**config.mk**
```make
export PLATFORM = sky130hd
export DESIGN_NAME = prio_encoder_rr
export DESIGN_NICKNAME = d
export VERILOG_FILES = /design/src/rtl/prio_encoder_rr.sv
export SDC_FILE = /design/constraint.sdc
export NUM_CORES = 1
export LEC_CHECK = 0
export ABC_AREA = 1
export CORE_ASPECT_RATIO = 1.2
export CORE_UTILIZATION = 48
export CTS_CLUSTER_DIAMETER = 50
export DETAILED_ROUTE_END_ITERATION = 12
export PLACE_DENSITY = 0.76
export RECOVER_POWER = 50
export SETUP_SLACK_MARGIN = 0.5
export SLEW_MARGIN = 20
export SYNTH_ARGS = -nofsm -noshare
export SYNTH_HDL_FRONTEND = slang
export SYNTH_SLANG_ARGS = --single-unit
```
**constraint.sdc**
```tcl
create_clock -name clk -period 5.9 [get_ports clk]
set_clock_uncertainty 0.05 [all_clocks]
set_input_delay 0.885 -clock clk [delete_from_list [all_inputs] [get_ports clk]]
set_output_delay 0.885 -clock clk [all_outputs]
set_load 0.005 [all_outputs]
```
**src/rtl/prio_encoder_rr.sv**
```systemverilog
// Registered priority encoder, fixed (MSB-first) or round-robin order,
// with valid/ready handshake on both sides.
module prio_encoder_rr #(
    parameter int WIDTH = 8,
    parameter int IDX_W = $clog2(WIDTH)
) (
    input  logic             clk,
    input  logic             rst,
    input  logic             mode,
    input  logic [WIDTH-1:0] din,
    input  logic             din_valid,
    output logic             din_ready,
    output logic [IDX_W-1:0] dout,
    output logic             dout_none,
    output logic             dout_valid,
    input  logic             dout_ready
);

    logic [IDX_W-1:0] ptr_q, ptr_d;
    logic [IDX_W-1:0] dout_q, dout_d;
    logic             none_q, none_d;
    logic             valid_q, valid_d;
    logic [IDX_W-1:0] base;
    logic [IDX_W-1:0] grant;
    logic             found;
    logic             accept;
    int               idx;

    assign din_ready  = !valid_q || dout_ready;
    assign accept     = din_valid && din_ready;
    assign dout       = dout_q;
    assign dout_none  = none_q;
    assign dout_valid = valid_q;

    // Fixed priority is round-robin with the pointer pinned at 0.
    always_comb begin
        base  = mode ? ptr_q : '0;
        grant = '0;
        found = 1'b0;
        idx   = 0;
        for (int k = 1; k <= WIDTH; k++) begin
            idx = (int'(base) + WIDTH - k) % WIDTH;
            if (!found && din[IDX_W'(idx)]) begin
                found = 1'b1;
                grant = IDX_W'(idx);
            end
        end
    end

    always_comb begin
        ptr_d   = ptr_q;
        dout_d  = dout_q;
        none_d  = none_q;
        valid_d = valid_q;
        if (accept) begin
            valid_d = 1'b1;
            none_d  = !found;
            dout_d  = found ? grant : '0;
            if (found) begin
                ptr_d = grant;
            end
        end else if (dout_ready) begin
            valid_d = 1'b0;
        end
    end

    always_ff @(posedge clk or posedge rst) begin
        if (rst) begin
            ptr_q   <= '0;
            dout_q  <= '0;
            none_q  <= 1'b0;
            valid_q <= 1'b0;
        end else begin
            ptr_q   <= ptr_d;
            dout_q  <= dout_d;
            none_q  <= none_d;
            valid_q <= valid_d;
        end
    end

endmodule

```
==> out/qor_table.md, run 1 <==
| Step | Parameter | Value |
| --- | --- | --- |
| yosys | Simple-Gate Fraction of Synth Area | 0.619 |
| hold path | Min-Delay Startpoint | dout[1]$_DFFE_PP0P_ |
| clocking | Clock tree root buffer cell | clkbuf_4 |
| placement | Post-detailed-placement half-perimeter wirelength | 2.60 mm |
| yosys | Share of the synthesized area in compound gates (AO/OA/AOI/OAI) | 0.0519 |
| yosys | Post-synthesis sequential element count | 8 |
| clocking | Clock latency on the worst-skew pair | 0.25 ns |
| clocking | H-tree levels | 1 |
| clocking | TritonCTS clock tree | yes |
| yosys | Post-synth EDFFs | 0 |
| yosys | Mux share of post-synthesis cell area | 0 |
| worst setup path | Reg-to-reg endpoint | dout[1]$_DFFE_PP0P_ |
| detailed routing | First DRT Iteration DRCs | 52 |
| detailed routing | First-pass DRT Iterations | 4 |
| sta | Total negative slack for setup checks | 0 ns |
| finish | Top library cells by usage in the layout, fill and taps aside | nand2_1, nand3_1, inv_1 |
| floorplanning | I/O pin total | 19 |
| clocking | CTS clk-pin slew, worst paths | 0.05 ns |
| yosys | Net count of the mapped netlist | 227 |
| yosys | Synth Area per Inst | 5.77 um^2 |
| worst setup path | Crit Path Category | input pin to flop |
| worst setup path | Sort of element at the end of the critical path | flop |
| detailed routing | Routed Antenna Nets | 0 |
| placement | Cell area after placement | 0.00140 mm^2 |
| sta | Number of setup violations in the final report | 0 |
| worst setup path | Slowest cell delay on critical path | 0.75 ns |
| placement | I/O Buffers | 18 |
| sta | Final count of pins violating max slew | 0 |
| worst setup path | Cell with the biggest individual delay on the critical path | clkdlybuf4s50_1 |
| worst setup path | Kind of start point of the critical path | input pin |
| finish | Syn-to-layout area delta | 15.6% |
| yosys | Share of the synthesized netlist area taken by xor and xnor gates | 0.0204 |
| sta | Shortest period the worst path allows | 3.45 ns |
| worst setup path | Path depth of the worst reg2reg path | 14 |
| worst setup path | Register-to-register setup slack | 3.31 ns |
| power and ir drop | Ratio of total power to cell area | 465 mW/mm^2 |
| yosys | Synthesis Warnings | 0 |
| worst setup path | Cell repeated most along the worst path | nand2_1 |
| global routing | Pin count of the biggest net entering global routing | 14 |
| placement | Last weighted congestion value of the routability-driven placer | 0.938 |
| finish | Post-layout instance area | 0.00142 mm^2 |
| hold path | Cells on Worst Hold Path | 2 |
| finish | Antenna fix cells | 0 |
| yosys | Syn Inst Count | 213 |
| sta | Worst-case headroom to the max-slew limit | 0.700 |
| sta | Hold Fails Final Rpt | 0 |
| clocking | Clock sink count | 8 |
| sta | RSZ-0062 raised after global routing | no |
| clocking | Cts repair resizes | 0 |
| finish | Nets@finish | 244 |
| detailed routing | Wire per inst | 12.3 um |
| yosys | Combinational family with the most area after synthesis | simple AND/OR/NAND/NOR gates |
| hold path | Terminating pin of the worst hold path | dout[1]$_DFFE_PP0P_ |
| detailed routing | Via-per-instance ratio | 5.21 |
| global routing | Initial antenna violation count | 0 |
| global routing | Vias in the first global route | 1196 |
| floorplanning | Number of standard-cell rows in the floorplan | 19 |
| worst setup path | Data arrival at the endpoint of the critical path | 3.54 ns |
| global routing | GRT overflow | 0 |
| global routing | Wire length of the first global-routing pass | 5.09 mm |
| yosys | Most used DFF post-synth | dfrtp_1 |
| worst setup path | Cell breakdown of the critical path | clkdlybuf4s50_1, nand2_2, ha_1, inv_1, nand3_1, nand2_1, nand2_1, nand2_2, nand4_4, nor2_4, nand4_2, nand2_2, nor2_1, nand2_1, nand2_1 |
| yosys | Cell types occupying the most area after synthesis | nand2_1, dfrtp_1, nand3_1 |
| worst setup path | Crit path max fanout | 13 |
| floorplanning | Area of the core region | 0.00235 mm^2 |
| sta | Top achievable clock speed | 290 MHz |
| yosys | Proportion of netlist area held by the largest area contributor | 0.235 |
| yosys | Post-synth top area cell | nand2_1 |
| floorplanning | Overall die width | 48.2 um |
| finish | Layout cell share with drive strength beyond 1 | 0.149 |
| yosys | Sequential cell area fraction in the yosys report | 0.163 |
| hold path | Worst Hold Class | flop to flop |
| clocking | Number of buffers inserted by hold repair at cts | 0 |
| sta | Share of the clock period used by the worst path | 0.585 |
| power and ir drop | P_leak | 0.774 nW |
| detailed routing | Final WL | 3.18 mm |
| flow run | Max-cap violation count | 0 |
| yosys | Post-synthesis async set-or-reset flop share | 1.00 |
| finish | Most common cell after layout, fill and taps aside | nand2_1 |
| detailed routing | Detailed-route DRC error count | 0 |
| yosys | Post-Synth Adder-Cell Area | 0.0102 |
| floorplanning | Die footprint | 0.00277 mm^2 |
| worst setup path | Reg2Reg Launch Point | ptr_q[0]$_DFFE_PP0P_ |
| floorplanning | Effective utilization at floorplan | 0.522 |
| outcome | Result of the run | complete, no violations |
| sta | Transition time at the pin with the least slew margin | 0.448 ns |
| yosys | Post-synthesis cell area | 0.00123 mm^2 |
| yosys | Number of distinct library cells after synthesis | 28 |
| floorplanning | Y dimension of the die | 57.4 um |
| clocking | Post-CTS setup buffer count | 0 |
| power and ir drop | Worst IR drop on VDD | 0.000358 V |
| global routing | Overall fraction of global-route tracks in use | 0.261 |
| worst setup path | Required time at the worst-slack endpoint | 5.99 ns |
| detailed routing | Routed vias | 1349 |
| clocking | Number of buffers added by the clock tree synthesis step | 3 |
| clocking | Bufs on Longest Clock Path | 2 |
## stage by stage
| stage | hold WS (ns) | power, mW | util | worst slack (ns) | instances |
|---|---|---|---|---|---|
| after floorplan | 0.419 | 0.510 | - | 3.29 | 213 |
| after global placement | 0.417 | 0.610 | 0.594 | 2.28 | 256 |
| after detailed placement | 0.425 | 0.615 | 0.594 | 2.20 | 256 |
| after CTS | 0.443 | 0.660 | 0.603 | 2.47 | 259 |
| final | 0.436 | 0.661 | 0.603 | 2.45 | 259 |
| after global routing | 0.458 | 0.735 | 0.603 | 2.14 | 259 |
## power by group
group          leakage, nW  internal [mW]  total [mW]  switching, mW
clock               0.0138         0.0232      0.0406         0.0174
combinational        0.665          0.179       0.519          0.340
sequential          0.0956         0.0780       0.101         0.0232
## kinds of logic after synthesis
logic type | count (synthesis)
flip-flops | 8
XOR/XNOR | 2
AO/OA/AOI/OAI | 10
adder cells (fa/ha/maj) | 1
AND/OR/NAND/NOR | 155
buffers and inverters | 37
## layout make-up
type                       instances  area, um^2
timing repair buffer              18         180
tap                               31        38.8
multi-input combinational        168         862
clock buffer                       3        22.5
inverter                          31         116
fill                             231         933
sequential                         8         200
## worst max-delay path by stage
stage                     slack (ns)                   to  start
final                           2.45  dout[1]$_DFFE_PP0P_   mode
after global routing            2.14  dout[1]$_DFFE_PP0P_   mode
after CTS                       2.47  dout[1]$_DFFE_PP0P_   mode
after detailed placement        2.20  dout[1]$_DFFE_PP0P_   mode
after global placement          2.28  dout[1]$_DFFE_PP0P_   mode
after floorplan                 3.29  dout[1]$_DFFE_PP0P_   mode
## per-layer routing
metal / track usage / wire [um] / vias to the layer above
met5: 0 / 0 / -
met4: 0.143 / 93 / 0
met3: 0.0316 / 105 / 8
met2: 0.406 / 1540 / 36
met1: 0.336 / 1440 / 594
li1: - / - / 711
## worst max-delay path: cells and delay by family
kind / cells / cell delay (ns)
adders and majority gates: 1 / 0.42
buffers and inverters: 2 / 0.86
and+or+nand+nor: 12 / 1.36
## sequential cells by signal, summed over array words and instances (netlist names)
| signal | flops |
|---|---|
| dout_valid | 1 |
| ptr_q | 3 |
| dout_none | 1 |
| dout | 3 |
## cell usage after synthesis, types with 3 or more instances
library cell and count:
nand2_1 77, nand3_1 36, inv_1 26, nand2_2 13, nor2_1 11, dfrtp_1 8
nand3_2 5, nand4_1 5, inv_2 4, a21oi_1 3, buf_4 3, o21ai_0 3
Power figures use the tool's default switching activity.
==> run 2, diff against run 1 <==
Clock period 5.9 ns to 3.2 ns, I/O delays scaled along.
==> run 2 against run 1 <==
Sequential power is 93% higher; combinational power is 93% higher; cell area is 3.5% higher; global-route usage is 0.77 points higher; power is 92% higher; register-to-register slack worse by 2.4 ns; sequential share of layout area is 0.48 points lower; highest routed layer unchanged; critical path depth is 2 lower; clock-buffer cell count stayed put; die area stayed put; routed wire length is 3.7% higher.
==> out/qor_table.md, run 2 (same netlist as run 1, synthesis figures left out) <==
| Step | Parameter | Value | Change |
| --- | --- | --- | --- |
| outcome | Result of the run | complete, no violations |  |
| placement | I/O Buffers | 18 | unchanged |
| power and ir drop | Clock share of power | 0.056 | -0.005 |
| worst setup path | Cell repeated most along the worst path | nand2_1 |  |
| global routing | Vias in the first global route | 1331 | +11% |
| detailed routing | Routed vias | 1445 | +7.1% |
| finish | Top library cells by usage in the layout, fill and taps aside | nand2_1, nand3_1, inv_1 |  |
| detailed routing | First-pass DRT Iterations | 4 | unchanged |
| sta | Shortest period the worst path allows | 2.33 ns |  |
| sta | Worst Hold Slack | 0.437 ns | +0.00179 ns |
| floorplanning | Area of the core region | 0.00235 mm^2 | unchanged |
| finish | Nets@finish | 247 | +1.2% |
| power and ir drop | Internal cell power | 0.543 mW | +94% |
| worst setup path | Cell breakdown of the critical path | nand2_2, buf_4, nand2_1, nand3_1, nand3_1, nand2_1, nand4_4, nor2_4, nand4_2, nand2_2, nor2_1, nand2_1, nand2_1 |  |
| detailed routing | Detailed-route DRC error count | 0 | unchanged |
| clocking | Clock sink count | 8 | unchanged |
| worst setup path | Kind of start point of the critical path | flop |  |
| global routing | Overall fraction of global-route tracks in use | 0.269 | +0.00774 |
| power and ir drop | P_leak | 0.808 nW | +4.3% |
| sta | Transition time at the pin with the least slew margin | 0.380 ns | -0.0681 ns |
| worst setup path | Crit path launch | ptr_q[0]$_DFFE_PP0P_ |  |
| clocking | H-tree levels | 1 | unchanged |
| sta | Total negative slack for setup checks | 0 ns | unchanged |
| floorplanning | Effective utilization at floorplan | 0.522 | unchanged |
| worst setup path | Cell with the biggest individual delay on the critical path | dfrtp_1 |  |
| global routing | Initial antenna violation count | 0 | unchanged |
| floorplanning | I/O pin total | 19 | unchanged |
| sta | Top achievable clock speed | 430 MHz |  |
| power and ir drop | Ratio of total power to cell area | 861 mW/mm^2 | +85% |
| clocking | CTS clk-pin slew, worst paths | 0.05 ns | about the same |
| clocking | Bufs on Longest Clock Path | 2 | unchanged |
| sta | Share of the clock period used by the worst path | 0.727 |  |
| worst setup path | Reg2Reg Launch Point | ptr_q[0]$_DFFE_PP0P_ |  |
| flow run | Max-cap violation count | 0 | unchanged |
| power and ir drop | Switching portion of total power | 0.571 | -0.00437 |
| sta | Final count of pins violating max slew | 0 | unchanged |
| worst setup path | Data arrival at the endpoint of the critical path | 2.41 ns | -1.13 ns |
| finish | Utilization after layout | 0.625 | +0.0213 |
| worst setup path | Sort of element at the end of the critical path | flop |  |
| finish | Antenna fix cells | 0 | unchanged |
| floorplanning | Overall die width | 48.2 um | unchanged |
| sta | Number of setup violations in the final report | 0 | unchanged |
| clocking | Number of buffers inserted by hold repair at cts | 0 | unchanged |
| detailed routing | First DRT Iteration DRCs | 47 | -9.6% |
| floorplanning | Number of standard-cell rows in the floorplan | 19 | unchanged |
| sta | RSZ-0062 raised after global routing | no |  |
| floorplanning | Y dimension of the die | 57.4 um | unchanged |
| power and ir drop | Sequential share of power | 0.154 | about the same |
| worst setup path | Slowest cell delay on critical path | 0.51 ns | -0.24 ns |
| worst setup path | Crit path max fanout | 12 | -1 |
| clocking | Number of buffers added by the clock tree synthesis step | 3 | unchanged |
| hold path | Min-Delay Startpoint | dout[1]$_DFFE_PP0P_ |  |
| global routing | Wire length of the first global-routing pass | 5.38 mm | +5.6% |
| worst setup path | Crit Path Category | flop to flop |  |
| finish | Number of fill cells | 218 | -5.6% |
| detailed routing | Wire per inst | 12.6 um | +2.5% |
| detailed routing | Final WL | 3.29 mm | +3.7% |
| placement | Post-detailed-placement half-perimeter wirelength | 2.77 mm | +6.5% |
| detailed routing | Routed Antenna Nets | 0 | unchanged |
| clocking | Post-CTS setup buffer count | 0 | unchanged |
| power and ir drop | Worst IR drop on VDD | 0.000614 V | +71% |
| hold path | Worst Hold Class | flop to flop |  |
| clocking | TritonCTS clock tree | yes |  |
| worst setup path | Count of buffer and inverter cells on the critical path | 1 | -1 |
| floorplanning | Die footprint | 0.00277 mm^2 | unchanged |
| sta | Worst-case headroom to the max-slew limit | 0.746 | +0.0463 |
| clocking | Cts repair resizes | 0 | unchanged |
| worst setup path | Critical path's top delay family | simple AND/OR/NAND/NOR gates |  |
| finish | Most common cell after layout, fill and taps aside | nand2_1 |  |
| finish | Layout cell share with drive strength beyond 1 | 0.165 | +0.0154 |
| detailed routing | Via-per-instance ratio | 5.52 | +5.9% |
| power and ir drop | Logic pwr share | 0.789 | +0.004 |
| global routing | GRT overflow | 0 | unchanged |
| worst setup path | Required time at the worst-slack endpoint | 3.28 ns | -2.71 ns |
| finish | Syn-to-layout area delta | 19.7% |  |
| sta | Hold Fails Final Rpt | 0 | unchanged |
| power and ir drop | Switching Power | 0.723 mW | +90% |
| global routing | Pin count of the biggest net entering global routing | 14 | unchanged |
| clocking | Clock tree root buffer cell | clkbuf_4 |  |
| placement | Last weighted congestion value of the routability-driven placer | 0.950 | +1.3% |
| clocking | Clock latency on the worst-skew pair | 0.24 ns | about the same |
run 2: cell types whose count changed in the layout (fill, tap and decap cells not counted), sizes merged:
cell and change:
buf +3, clkdlybuf4s50 -1, dlymetal6s2s +1
run 2: power by group through the flow:
stage | clock [mW] | sequential (mW) | combinational (mW)
finish | 0.0715 | 0.195 | 1.00
global route | 0.0774 | 0.200 | 1.12
CTS | 0.0757 | 0.190 | 0.972
detailed placement | 0 | 0.192 | 0.967
global placement | 0 | 0.190 | 0.937
floorplan | 0 | 0.173 | 0.768
run 2: per-layer routing:
layer	vias to the layer above	track usage	routed length [um]
li1	721	-	-
met1	648	0.312	1290
met4	0	0.119	70
met3	12	0.0506	215
met5	-	0	0
met2	64	0.453	1710
run 2: worst paths after layout:
path                                        end  slack [ns]  depth (start not counted)
hold reg to reg             dout[1]$_DFFE_PP0P_        0.44                          2
hold / removal              dout[1]$_DFFE_PP0P_        0.44                          2
setup / recovery            dout[1]$_DFFE_PP0P_        0.87                         13
setup reg to reg            dout[1]$_DFFE_PP0P_        0.87                         13
min in group asynchronous  ptr_q[0]$_DFFE_PP0P_        0.56                          2
max in group asynchronous   dout[1]$_DFFE_PP0P_        2.32                          2
run 2: area by class of cell:
cell class | instances | area, um^2 | area share
tap | 31 | 38.8 | 0.0264
clock buffer | 3 | 22.5 | 0.0153
inverter | 31 | 119 | 0.0809
multi-input combinational | 168 | 885 | 0.602
timing repair buffer | 21 | 205 | 0.140
sequential | 8 | 200 | 0.136
run 2: worst min-delay path, delay by kind of cell, from the launching register on:
kind	cells	cell delay (ns)
flops	1	0.34
simple gates	2	0.11
run 2: through the flow:
stage	worst slack [ns]	instance area [um^2]	cells	total power [mW]
6_report	0.872	1470	262	1.27
5_1_grt	0.715	1470	262	1.40
4_1_cts	0.538	1440	262	1.24
3_5_place_dp	0.279	1420	259	1.16
3_3_place_gp	0.361	1420	259	1.13
2_1_floorplan	0.995	1230	213	0.941
